<file path="src/rtl/jk_mod_counter.sv">
// Modulo-MODULUS up/down counter with a parallel load, built from one JK flip-flop per bit.
// The state changes on the falling edge of iClk. iReset clears the count asynchronously.
`timescale 1ns/1ps

module jk_ff (
  input  logic clk,
  input  logic rst,
  input  logic j,
  input  logic k,
  output logic q
);
  always_ff @(negedge clk or posedge rst) begin
    if (rst) begin
      q <= 1'b0;
    end else begin
      case ({j, k})
        2'b01:   q <= 1'b0;
        2'b10:   q <= 1'b1;
        2'b11:   q <= ~q;
        default: q <= q;
      endcase
    end
  end
endmodule

module jk_mod_counter #(
  parameter int WIDTH   = 4,
  parameter int MODULUS = 10
) (
  input  logic             iClk,
  input  logic             iReset,
  input  logic             iEn,
  input  logic             iUp,
  input  logic             iLoad,
  input  logic [WIDTH-1:0] iD,
  output logic [WIDTH-1:0] oQ,
  output logic             oTC,
  output logic             oWrap
);
  localparam logic [WIDTH-1:0] MAX_Q = WIDTH'(MODULUS - 1);
  localparam logic [WIDTH:0]   MOD_W = (WIDTH+1)'(MODULUS);

  logic [WIDTH-1:0] q;
  logic [WIDTH-1:0] nxt;
  logic [WIDTH-1:0] j;
  logic [WIDTH-1:0] k;
  logic             at_max;
  logic             at_zero;

  assign at_max  = (q == MAX_Q);
  assign at_zero = (q == '0);

  // A wrap happens exactly when the terminal count is reached on an enabled, non-load edge.
  assign oTC = iEn & ~iLoad & ((iUp & at_max) | (~iUp & at_zero));

  always_comb begin
    nxt = q;
    if (iLoad) begin
      nxt = ({1'b0, iD} < MOD_W) ? iD : '0;
    end else if (iEn) begin
      if (iUp) begin
        nxt = at_max ? '0 : q + 1'b1;
      end else begin
        nxt = at_zero ? MAX_Q : q - 1'b1;
      end
    end
  end

  // Excitation: set the bits that rise, clear the bits that fall, hold the rest.
  assign j = nxt & ~q;
  assign k = ~nxt & q;

  for (genvar i = 0; i < WIDTH; i++) begin : g_bit
    jk_ff u_ff (
      .clk (iClk),
      .rst (iReset),
      .j   (j[i]),
      .k   (k[i]),
      .q   (q[i])
    );
  end

  always_ff @(negedge iClk or posedge iReset) begin
    if (iReset) begin
      oWrap <= 1'b0;
    end else begin
      oWrap <= oTC;
    end
  end

  assign oQ = q;
endmodule

</file>
<file path="config.mk">
export PLATFORM = sky130hd
export DESIGN_NAME = jk_mod_counter
export DESIGN_NICKNAME = d
export VERILOG_FILES = /design/src/rtl/jk_mod_counter.sv
export SDC_FILE = /design/constraint.sdc
export NUM_CORES = 1
export LEC_CHECK = 0
export CORE_MARGIN = 5
export CORE_UTILIZATION = 28
export DETAILED_ROUTE_END_ITERATION = 7
export PLACE_DENSITY = 0.49
export SLEW_MARGIN = 20
export SYNTH_ARGS = -nofsm -noshare
export SYNTH_HDL_FRONTEND = slang
export SYNTH_HIERARCHICAL = 1
export SYNTH_SLANG_ARGS = --single-unit
</file>
<file path="constraint.sdc">
create_clock -name iClk -period 1.8 [get_ports iClk]
set_clock_uncertainty 0.2 [all_clocks]
set_input_delay 0.27 -clock iClk [delete_from_list [all_inputs] [get_ports iClk]]
set_output_delay 0.27 -clock iClk [all_outputs]
set_load 0.01 [all_outputs]
</file>
* Word-level counts from Yosys, hierarchy flattened *
Index checks and enable logic that the tools add are counted.
Widths: inputs -> output; s select.

word-level totals
  output and inout bits = 6
  register bits after elaboration = 5
  logic and storage cells = 51

cells by class
  reductions and logical operators = 5
  $add $sub $neg = 2
  multiplexer cells = 10
  equality and inequality tests = 13
  bitwise gates (word level) = 15
  magnitude comparators = 1

operators with widths
  kind                 count
  $mux 4               6
  $eq 2x2->1 const B   8
  $pmux 1 s3           4
  $reduce_bool 3->1    4
  $and 4x4->4          2
  $eq 2x1->1 const B   4
  $not 4->4            2
  $not 1->1            6
  $add 4x1->4 const B  1
  $and 1x1->1          4
  $eq 4x4->1 const B   1
  $logic_not 4->1      1
  $lt 4x4->1 const B   1
  $sub 4x1->4 const B  1
  $or 1x1->1           1

* Longest topological paths before layout *
  word-level depth = 9
  gate-level depth with buffers = 7
  depth with buffers taken out = 6

* Modules after synthesis *
Netlist, hierarchy kept.

modules (own cells, without submodules)
  module          instances  sequential area each (µm²)  area each (µm²)  cells each
  jk_mod_counter  1          25.0                        344.1            48
  jk_ff           4          25.0                        37.5             4

==> metrics.csv <==
metric,value,unit
status,"complete, but fails checks",
failing checks,negative setup slack,
cell count after placement,115,
cell types occupying the most area after synthesis,"sky130_fd_sc_hd__dfrtn_1 25%, sky130_fd_sc_hd__a21oi_1 11%, sky130_fd_sc_hd__nor2_1 6.1%",
per-instance average area after synthesis,7.722,sq um
filler cell count in the final layout,168,
most used standard cell by instance count after synthesis,sky130_fd_sc_hd__a21oi_1,
Slew HR,81.84,%
Wirelength per Cell,12.09,um
"crit path setup slack, layout",-1.077,ns
# port buffers,14,
unrepaired setup endpoints after global routing,yes,
vertical die dimension,52.01,um
post-detailed-placement half-perimeter wirelength,1016,um
"wirelength, routed",1560,um
TritonCTS Buffers,3,
Total Die Area,2705,sq um
final number of hold-violating endpoints,0,
post-synthesis net count,73,
max-cap violation count,0,
worst hold-check path type,reg -> reg,
share of Yosys cell area claimed by the top area cell type,25.32,%
Synth Register Bits,5,
vias per cell,4.574,
H-tree levels,1,
count of antenna-violating nets left after detailed routing,0,
maximum clock insertion buffer count,2,
Vias,590,
count of routing violations after the opening detailed-route iteration,6,
FP Rows,15,
total count of max-transition violations in the final report,0,
"EDFF count, synth",0,
crit path capture type,primary output,
x dimension of the die,52.01,um
initial core utilization,28.94,%
via count of the first global-routing pass,597,
detailed-routing iteration count for the pre-antenna-repair pass,4,
area of the core region,1708,sq um
last element of the critical path,oQ[0],
Final Power,1.279,mW
gate count of the mapped netlist,64,
setup TNS after final layout,-5.272,ns
cell leakage power,0.4479,nW
power density of the placed cells,1325,nW/um^2
"Remaining Overflow, GRT",0,
clock tree from TritonCTS,done,
Synth warnings,6,
dominant synthesized flop cell,sky130_fd_sc_hd__dfrtn_1,
async set-or-reset flop fraction in the synthesized netlist,100.0,%
top-level port count,15,
total DRC errors in the routed layout,0,
area added between synthesis and finish,95.19,%
global placer's final weighted congestion,0.7317,
initial antenna violation count,0,
worst voltage drop across the vdd grid,0.6462,mV
Reg-to-Reg End,g_bit[3].u_ff/q$_DFFE_NP0P_,
"Distinct cells, synth",28,
library cell occupying the most area in the post-synthesis netlist,sky130_fd_sc_hd__dfrtn_1,
biggest fanout along the worst timing path,12,
WS Path Type,reg -> out,
number of standard cells in the final layout excluding fillers,129,
cell area after technology mapping,494.2,sq um
final worst hold slack,0.4679,ns
"top cells by count, synth","11 x sky130_fd_sc_hd__a21oi_1, 8 x sky130_fd_sc_hd__nor2_1, 7 x sky130_fd_sc_hd__nand2_1",
data arrival time of the critical path,2.41,ns
sequential cell area fraction in the yosys report,25.32,%
setup slack on the worst flop-to-flop path,-0.05,ns
layout cell share with drive strength beyond 1,55.77,%
startpoint of the worst setup timing path,g_bit[0].u_ff/q$_DFFE_NP0P_,
wire length of the first global-routing pass,2656,um
area of the multi-input gates,421.7,sq um
Critical Path Start Type,flop,
Antenna diodes,0,
r2r startpoint,g_bit[2].u_ff/q$_DFFE_NP0P_,
worst path required time,1.33,ns
transition time at the pin with the least slew margin,0.2724,ns
FF+latch area,125.1,sq um
global-route usage over all layers,13.25,%
setup violation total in the final timing report,10,
clock latency at the later pin of the worst-skew pair,0.25,ns
Clock Root Buffer,sky130_fd_sc_hd__clkbuf_4,
Clock transition at path regs,0.04,ns
maximum number of pins on one net before global-route repair,13,
Post-layout nets,114,
hold buffer count at CTS,0,
sinks on the clock net,5,
length in cells of the worst reg-to-reg path,9,
==> cell usage in the layout (no fill, tap or decap), types with 2 or more instances in the layout <==
master	count
sky130_fd_sc_hd__clkbuf_4	3
sky130_fd_sc_hd__a21oi_1	8
sky130_fd_sc_hd__buf_6	14
sky130_fd_sc_hd__clkdlybuf4s50_1	2
sky130_fd_sc_hd__buf_4	14
sky130_fd_sc_hd__a21oi_2	4
sky130_fd_sc_hd__o21ai_2	2
sky130_fd_sc_hd__nand2_1	5
sky130_fd_sc_hd__nand3_4	2
sky130_fd_sc_hd__buf_2	6
sky130_fd_sc_hd__nor2_1	8
sky130_fd_sc_hd__inv_1	5
sky130_fd_sc_hd__dfrtn_1	5
==> critical path, cell delays in order (launching register included) <==
cell                              delay (ns)
sky130_fd_sc_hd__dfrtn_1                0.43
sky130_fd_sc_hd__buf_4                  0.25
sky130_fd_sc_hd__clkdlybuf4s50_1        0.58
==> stage by stage <==
stage | setup slack [ns] | util [%] | instance area [sq um]
after floorplan | -0.8647 | - | 500.5
after global placement | -1.187 | 43.96 | 750.7
after detailed placement | -1.213 | 43.96 | 750.7
after CTS | -1.077 | 53.41 | 912.1
after global routing | -1.148 | 56.48 | 964.7
final | -1.077 | 56.48 | 964.7
==> registers in the layout, indices dropped and copies added, names as in the netlist <==
name and count:
oWrap 1, g_bit.u_ff/q 4
==> timing repair <==
item,in CTS,in global routing
cloned,0,0
pin swaps,14,11
setup buffers,10,4
gates resized for setup,73,12
endpoints found under the setup margin,11,11
==> metal layers <==
| metal | up-vias | share of wire (%) | track usage (%) |
|---|---|---|---|
| met2 | 7 | 52 | 25.73 |
| met5 | - | 0 | 0 |
| met3 | 0 | 3.3 | 4.585 |
| met1 | 273 | 44 | 14.38 |
| li1 | 310 | - | - |
| met4 | 0 | 0 | 0 |
==> worst min path at each step <==
stage / endpoint / cells past startpoint / from
2_1_floorplan: g_bit[3].u_ff/q$_DFFE_NP0P_ / 1 / g_bit[3].u_ff/q$_DFFE_NP0P_
3_3_place_gp: oWrap$_DFF_NP0_ / 1 / g_bit[2].u_ff/q$_DFFE_NP0P_
3_5_place_dp: oWrap$_DFF_NP0_ / 1 / g_bit[1].u_ff/q$_DFFE_NP0P_
4_1_cts: g_bit[0].u_ff/q$_DFFE_NP0P_ / 2 / g_bit[0].u_ff/q$_DFFE_NP0P_
5_1_grt: g_bit[0].u_ff/q$_DFFE_NP0P_ / 2 / g_bit[0].u_ff/q$_DFFE_NP0P_
6_report: g_bit[0].u_ff/q$_DFFE_NP0P_ / 2 / g_bit[0].u_ff/q$_DFFE_NP0P_
==> cells by family after synthesis <==
logic type	Yosys count	synth area share [%]
simple gates	28	30.89
compound gates	21	30.38
buf+inv	8	9.872
flops	5	25.32
xor+xnor	2	3.545
==> power breakdown <==
part           total (mW)  switching (mW)  internal, mW  leakage [nW]
Sequential          0.202          0.0357         0.166        0.0612
Combinational       0.948           0.457         0.492         0.372
Clock               0.129          0.0449        0.0838        0.0150
Total                1.28           0.537         0.741         0.448
==> final cells by class <==
class                           instances  share of cell area [%]
Timing Repair Buffer                   38                   35.02
Tap cell                               25                   3.243
Inverter                                6                   2.335
Multi-Input combinational cell         51                   43.71
Sequential cell                         5                   12.97
Clock buffer                            4                   2.724
(Power assumes the default switching activity.)
